<file path="config.mk">
export PLATFORM = sky130hd
export DESIGN_NAME = tmds_encoder
export DESIGN_NICKNAME = d
export VERILOG_FILES = /design/src/rtl/tmds_pkg.sv /design/src/rtl/tmds_qm_stage.sv /design/src/rtl/tmds_encoder.sv
export SDC_FILE = /design/constraint.sdc
export NUM_CORES = 1
export LEC_CHECK = 0
export ABC_AREA = 0
export BUFFER_PORTS_ARGS = -buffer_cell sky130_fd_sc_hd__buf_2
export CORE_UTILIZATION = 60
export DETAILED_ROUTE_END_ITERATION = 8
export HOLD_SLACK_MARGIN = 0.1
export PLACE_DENSITY_LB_ADDON = 0.05
export SLEW_MARGIN = 20
export SYNTH_ARGS = -nofsm -noshare
export SYNTH_HDL_FRONTEND = slang
export SYNTH_HIERARCHICAL = 1
export SYNTH_SLANG_ARGS = --single-unit
export TNS_END_PERCENT = 30
</file>
<file path="constraint.sdc">
create_clock -name clk -period 6.5 [get_ports clk]
set_input_delay 0.975 -clock clk [delete_from_list [all_inputs] [get_ports clk]]
set_output_delay 0.975 -clock clk [all_outputs]
set_load 0.005 [all_outputs]
</file>
<file path="src/rtl/tmds_pkg.sv">
`default_nettype none
// ============================================================================
// Module   : tmds_pkg
// Purpose  : TMDS control tokens, running-disparity type, popcount helper.
// Revision : 1.0 - initial release
// ============================================================================
package tmds_pkg;

  localparam logic [9:0] CTRL_TOKEN_00 = 10'b1101010100;
  localparam logic [9:0] CTRL_TOKEN_01 = 10'b0010101011;
  localparam logic [9:0] CTRL_TOKEN_10 = 10'b0101010100;
  localparam logic [9:0] CTRL_TOKEN_11 = 10'b1010101011;

  typedef logic signed [4:0] disparity_t;

  function automatic logic [3:0] popcount8(input logic [7:0] v);
    logic [3:0] n;
    n = 4'd0;
    for (int i = 0; i < 8; i++) begin
      n = n + {3'b000, v[i]};
    end
    return n;
  endfunction

endpackage
`default_nettype wire

</file>
<file path="src/rtl/tmds_qm_stage.sv">
`default_nettype none
// ============================================================================
// Module   : tmds_qm_stage
// Purpose  : Transition-minimising stage: XOR/XNOR chain plus q_m popcounts.
// Revision : 1.0 - initial release
// ============================================================================
module tmds_qm_stage
  import tmds_pkg::*;
(
  input  logic       clk,
  input  logic       rst,
  input  logic [7:0] d_i,
  input  logic [3:0] n1d_i,
  input  logic [1:0] c_i,
  input  logic       den_i,
  output logic [8:0] qm_o,
  output logic [3:0] n1_o,
  output logic [3:0] n0_o,
  output logic [1:0] c_o,
  output logic       den_o
);

  logic       use_xnor;
  logic [8:0] qm_d;
  logic [3:0] n1_d;

  logic [8:0] qm_q;
  logic [3:0] n1_q;
  logic [3:0] n0_q;
  logic [1:0] c_q;
  logic       den_q;

  // XNOR is just XOR with an inverted term, so one chain serves both modes.
  always_comb begin
    use_xnor = (n1d_i > 4'd4) || ((n1d_i == 4'd4) && !d_i[0]);
    qm_d     = 9'd0;
    qm_d[0]  = d_i[0];
    for (int i = 1; i < 8; i++) begin
      qm_d[i] = qm_d[i-1] ^ d_i[i] ^ use_xnor;
    end
    qm_d[8] = ~use_xnor;
    n1_d    = popcount8(qm_d[7:0]);
  end

  always_ff @(posedge clk) begin
    if (rst) begin
      qm_q  <= 9'd0;
      n1_q  <= 4'd0;
      n0_q  <= 4'd8;
      c_q   <= 2'b00;
      den_q <= 1'b0;
    end else begin
      qm_q  <= qm_d;
      n1_q  <= n1_d;
      n0_q  <= 4'd8 - n1_d;
      c_q   <= c_i;
      den_q <= den_i;
    end
  end

  assign qm_o  = qm_q;
  assign n1_o  = n1_q;
  assign n0_o  = n0_q;
  assign c_o   = c_q;
  assign den_o = den_q;

endmodule
`default_nettype wire

</file>
<file path="src/rtl/tmds_encoder.sv">
`default_nettype none
// ============================================================================
// Module   : tmds_encoder
// Purpose  : 3-stage DVI TMDS channel encoder (8b data / 2b control -> 10b).
//            Optional macro TMDS_ENCODER_DISPARITY_OUT_EN exposes the running
//            disparity as an extra output.
// Revision : 1.0 - initial release
// ============================================================================
module tmds_encoder
  import tmds_pkg::*;
(
  input  logic       clk,
  input  logic       rst,
  input  logic [1:0] c,
  input  logic [7:0] d,
  input  logic       den,
  output logic [9:0] q
`ifdef TMDS_ENCODER_DISPARITY_OUT_EN
  ,
  output disparity_t disparity
`endif
);

  logic [1:0] c_s1_q;
  logic [7:0] d_s1_q;
  logic       den_s1_q;
  logic [3:0] n1d_s1_q;

  logic [8:0] qm_s2;
  logic [3:0] n1_s2;
  logic [3:0] n0_s2;
  logic [1:0] c_s2;
  logic       den_s2;

  logic [9:0] q_d;
  logic [9:0] q_q;
  disparity_t cnt_d;
  disparity_t cnt_q;
  disparity_t bal;
  disparity_t delta;

  always_ff @(posedge clk) begin
    if (rst) begin
      c_s1_q   <= 2'b00;
      d_s1_q   <= 8'd0;
      den_s1_q <= 1'b0;
      n1d_s1_q <= 4'd0;
    end else begin
      c_s1_q   <= c;
      d_s1_q   <= d;
      den_s1_q <= den;
      n1d_s1_q <= popcount8(d);
    end
  end

  tmds_qm_stage u_qm_stage (
    .clk   (clk),
    .rst   (rst),
    .d_i   (d_s1_q),
    .n1d_i (n1d_s1_q),
    .c_i   (c_s1_q),
    .den_i (den_s1_q),
    .qm_o  (qm_s2),
    .n1_o  (n1_s2),
    .n0_o  (n0_s2),
    .c_o   (c_s2),
    .den_o (den_s2)
  );

  // In the middle branch both cnt and bal are non-zero, so sign bits decide.
  always_comb begin
    bal   = $signed({1'b0, n1_s2}) - $signed({1'b0, n0_s2});
    delta = 5'sd0;
    q_d   = CTRL_TOKEN_00;
    cnt_d = 5'sd0;
    if (!den_s2) begin
      unique case (c_s2)
        2'b00:   q_d = CTRL_TOKEN_00;
        2'b01:   q_d = CTRL_TOKEN_01;
        2'b10:   q_d = CTRL_TOKEN_10;
        default: q_d = CTRL_TOKEN_11;
      endcase
    end else begin
      if ((cnt_q == 5'sd0) || (bal == 5'sd0)) begin
        q_d   = {~qm_s2[8], qm_s2[8], qm_s2[8] ? qm_s2[7:0] : ~qm_s2[7:0]};
        delta = qm_s2[8] ? bal : -bal;
      end else if (cnt_q[4] == bal[4]) begin
        q_d   = {1'b1, qm_s2[8], ~qm_s2[7:0]};
        delta = (qm_s2[8] ? 5'sd2 : 5'sd0) - bal;
      end else begin
        q_d   = {1'b0, qm_s2[8], qm_s2[7:0]};
        delta = bal - (qm_s2[8] ? 5'sd0 : 5'sd2);
      end
      cnt_d = cnt_q + delta;
    end
  end

  always_ff @(posedge clk) begin
    if (rst) begin
      q_q   <= CTRL_TOKEN_00;
      cnt_q <= 5'sd0;
    end else begin
      q_q   <= q_d;
      cnt_q <= cnt_d;
    end
  end

  assign q = q_q;
`ifdef TMDS_ENCODER_DISPARITY_OUT_EN
  assign disparity = cnt_q;
`endif

endmodule
`default_nettype wire

</file>
==> run summary <==
Max FO, Critical Path -> 16
gr ovfl total -> 0
die height -> 70.80 um
synth top area cells -> dfxtp_1, ha_1, fa_1
aggregate global-route resource usage -> 0.1894
PD cells -> 559.3 mW/mm^2
initial DRC count -> 102
Max-slew headroom -> 0.2874
Flop pwr share -> 0.225
largest net degree at the start of global routing -> 46
area leader, netlist -> dfxtp_1
Syn Inst Count -> 289
max_cap viols -> 0
Post-Syn Area -> 0.002840 sq mm
Seq/Total Area, Yosys -> 0.3454
Pint -> 0.9421 mW
area grow syn2layout -> 7.313%
PortBufs -> 22
Avg WL per Cell -> 11.67 um
postcts setup bufs -> 0
Leakage -> 1.383 nW
Netlist cell types -> 45
initial antenna violation count -> 0
Most used DFF post-synth -> dfxtp_1
area of the multi-input gates -> 0.001674 sq mm
EDFF count, synth -> 0
Setup TNS -> 0 ns
vias in the first global route -> 1768
most common cell after layout, fill and taps aside -> dfxtp_1
number of synthesis warnings -> 6
Worst-Margin Slew -> 1.061 ns
Clk pwr share -> 0.105
TritonCTS Buffers -> 5
drt drc -> 0
RSZ-0062 raised after global routing -> no
fin crit share -> 0.6823
global-route wire length before repair -> 7.369 mm
ys async rst share -> 0
Ports -> 23
Setup Skew -> 0.004617 ns
VDD IR-drop max -> 0.0005861 V
die area -> 0.005013 sq mm
CTS tree -> yes
FF+latch area -> 980.9 sq um
crit-path cells -> inv_1, ha_1, inv_1, fa_1, inv_1, ha_1, nor3b_1, ha_1, a21oi_4, nor2_1, a32o_1, a21oi_2, xnor2_1, ha_1, a21oi_1, xor2_1, or2_2, a2bb2oi_1, nand3_1
Final Setup Violations -> 0
Skew-Pair Late Insertion Delay -> 0.30 ns
Cell Count Post-Placement -> 352
Hold Vio Cnt, Final -> 0
htree depth -> 2
Final Wtd Congestion -> 0.7914
Worst Hold Class -> register to register
clk sinks -> 49
Site Rows -> 24
layout cells sized above 1 -> 0.1494
critical path's slowest cell -> nor2_1
Reg clk slew, reported paths -> 0.09 ns
clk buf depth -> 2
cell mode on critical path -> ha_1
Logic pwr share -> 0.669
Power Total -> 1.705 mW
post-route minimum period -> 4.435 ns
Post-CTS Hold Buffers -> 0
Syn Area/Cell -> 9.828 sq um
initial core utilization -> 0.6391
antenna viol nets, final -> 0
CP Launch Type -> register
Max Freq -> 225.5 MHz
Arrival @ worst endpoint -> 4.63 ns
status -> complete, no violations
n_diodes -> 0
fill count -> 377
core area -> 0.004444 sq mm
fin nets -> 355
First-pass DRT Iterations -> 6
switch share -> 0.4473
Post-CTS Resized -> 0
most frequent cells in the layout -> dfxtp_1, inv_1, nor2_1
DR vias/cell -> 5.214
Die Wd -> 70.80 um
routed wire length -> 4.202 mm
Critical Path RT -> 6.70 ns
CP Class -> register to register
Synthesized Nets -> 337
vias -> 1877
root buf cell -> clkbuf_8
hpwl dp -> 3.204 mm
post-synthesis register bit count -> 49
CP endpoint kind -> register
final slew viol count -> 0
switching power -> 0.7626 mW
post-synth top area share -> 0.3454
Final Non-Filler Cells -> 360
slowest stage delay, CP -> 0.68 ns
==> state kept, by name, indices dropped and copies added (netlist names) <==
signal            count
d_s1_q                8
n1d_s1_q              4
cnt_q                 5
u_qm_stage/n1_o       4
u_qm_stage/c_o        2
c_s1_q                2
u_qm_stage/n0_o       3
u_qm_stage/qm_o       9
den_s1_q              1
u_qm_stage/den_o      1
q                    10
==> worst paths after layout <==
path / startpoint / endpoint / slack, ns / cells past startpoint
max: u_qm_stage/n1_o[0]$_SDFF_PP0_ / cnt_q[4]$_SDFF_PP0_ / 2.06 / 19
min reg2reg: c_s1_q[1]$_SDFF_PP0_ / u_qm_stage/c_o[1]$_SDFF_PP0_ / 0.44 / 1
max reg2reg: u_qm_stage/n1_o[0]$_SDFF_PP0_ / cnt_q[4]$_SDFF_PP0_ / 2.06 / 19
min: c_s1_q[1]$_SDFF_PP0_ / u_qm_stage/c_o[1]$_SDFF_PP0_ / 0.44 / 1
==> area by class of cell <==
cell class                 count  share of cell area
tap                           52             0.02135
clock buffer                   5             0.02258
multi-input combinational    195              0.5493
inverter                      34             0.04187
clock inverter                 3            0.006979
sequential                    49              0.3218
timing repair buffer          22             0.03612
==> layer usage <==
metal | GRT usage | routed length, um | up-vias
met5 | 0 | 0 | -
met4 | 0.08000 | 70 | 0
met3 | 0.04843 | 150 | 7
met2 | 0.3162 | 1941 | 36
met1 | 0.2337 | 2040 | 851
li1 | - | - | 983
==> worst max-delay path: cells and delay by family, from the launching register on <==
family	cells	cell delay (ns)
simple gates	4	1.15
buf+inv	3	0.30
xor+xnor	2	0.51
fa+ha+maj	5	1.34
flops	1	0.33
compound gates	5	0.69
==> power groups by stage <==
stage | sequential [mW] | clock, mW | combinational (mW)
after floorplan | 0.385 | 0 | 0.969
after global placement | 0.391 | 0 | 1.12
after detailed placement | 0.392 | 0 | 1.14
after CTS | 0.385 | 0.186 | 1.15
after global routing | 0.390 | 0.200 | 1.29
final | 0.384 | 0.179 | 1.14
==> stage by stage <==
step	worst slack, ns	hold slack, ns	util	instance area, sq um
after floorplan	2.531	0.4138	-	2840
after CTS	2.109	0.4495	0.6858	3048
after detailed placement	2.179	0.4255	0.6655	2958
after global routing	1.766	0.4569	0.6858	3048
final	2.065	0.4414	0.6858	3048
after global placement	2.331	0.4169	0.6655	2958
==> cell families (layout without fill, tap and decap cells) <==
group	after synthesis	count (layout)	share of synthesized area
buf+inv	45	64	0.06520
compound gates	49	49	0.1251
flops	49	49	0.3454
fa+ha+maj	35	35	0.1833
mux	7	7	0.02819
xor+xnor	27	27	0.1079
simple gates	77	77	0.1449
==> cell usage after synthesis (2+ instances only) <==
cell type,n
dfxtp_1,49
inv_1,34
nor2_1,26
ha_1,24
nor2b_1,22
a21oi_1,20
xnor2_1,15
fa_1,11
clkbuf_1,7
nand2_1,7
xor2_1,7
a21o_1,6
a211oi_1,5
mux2i_1,5
a21oi_4,4
nand3_1,4
a31oi_1,3
and2_1,3
nor3_1,3
nor3b_1,3
or2_2,3
buf_4,2
mux2_4,2
o21ai_0,2
xnor3_1,2
Note: power is estimated with default switching activity, not from simulation.
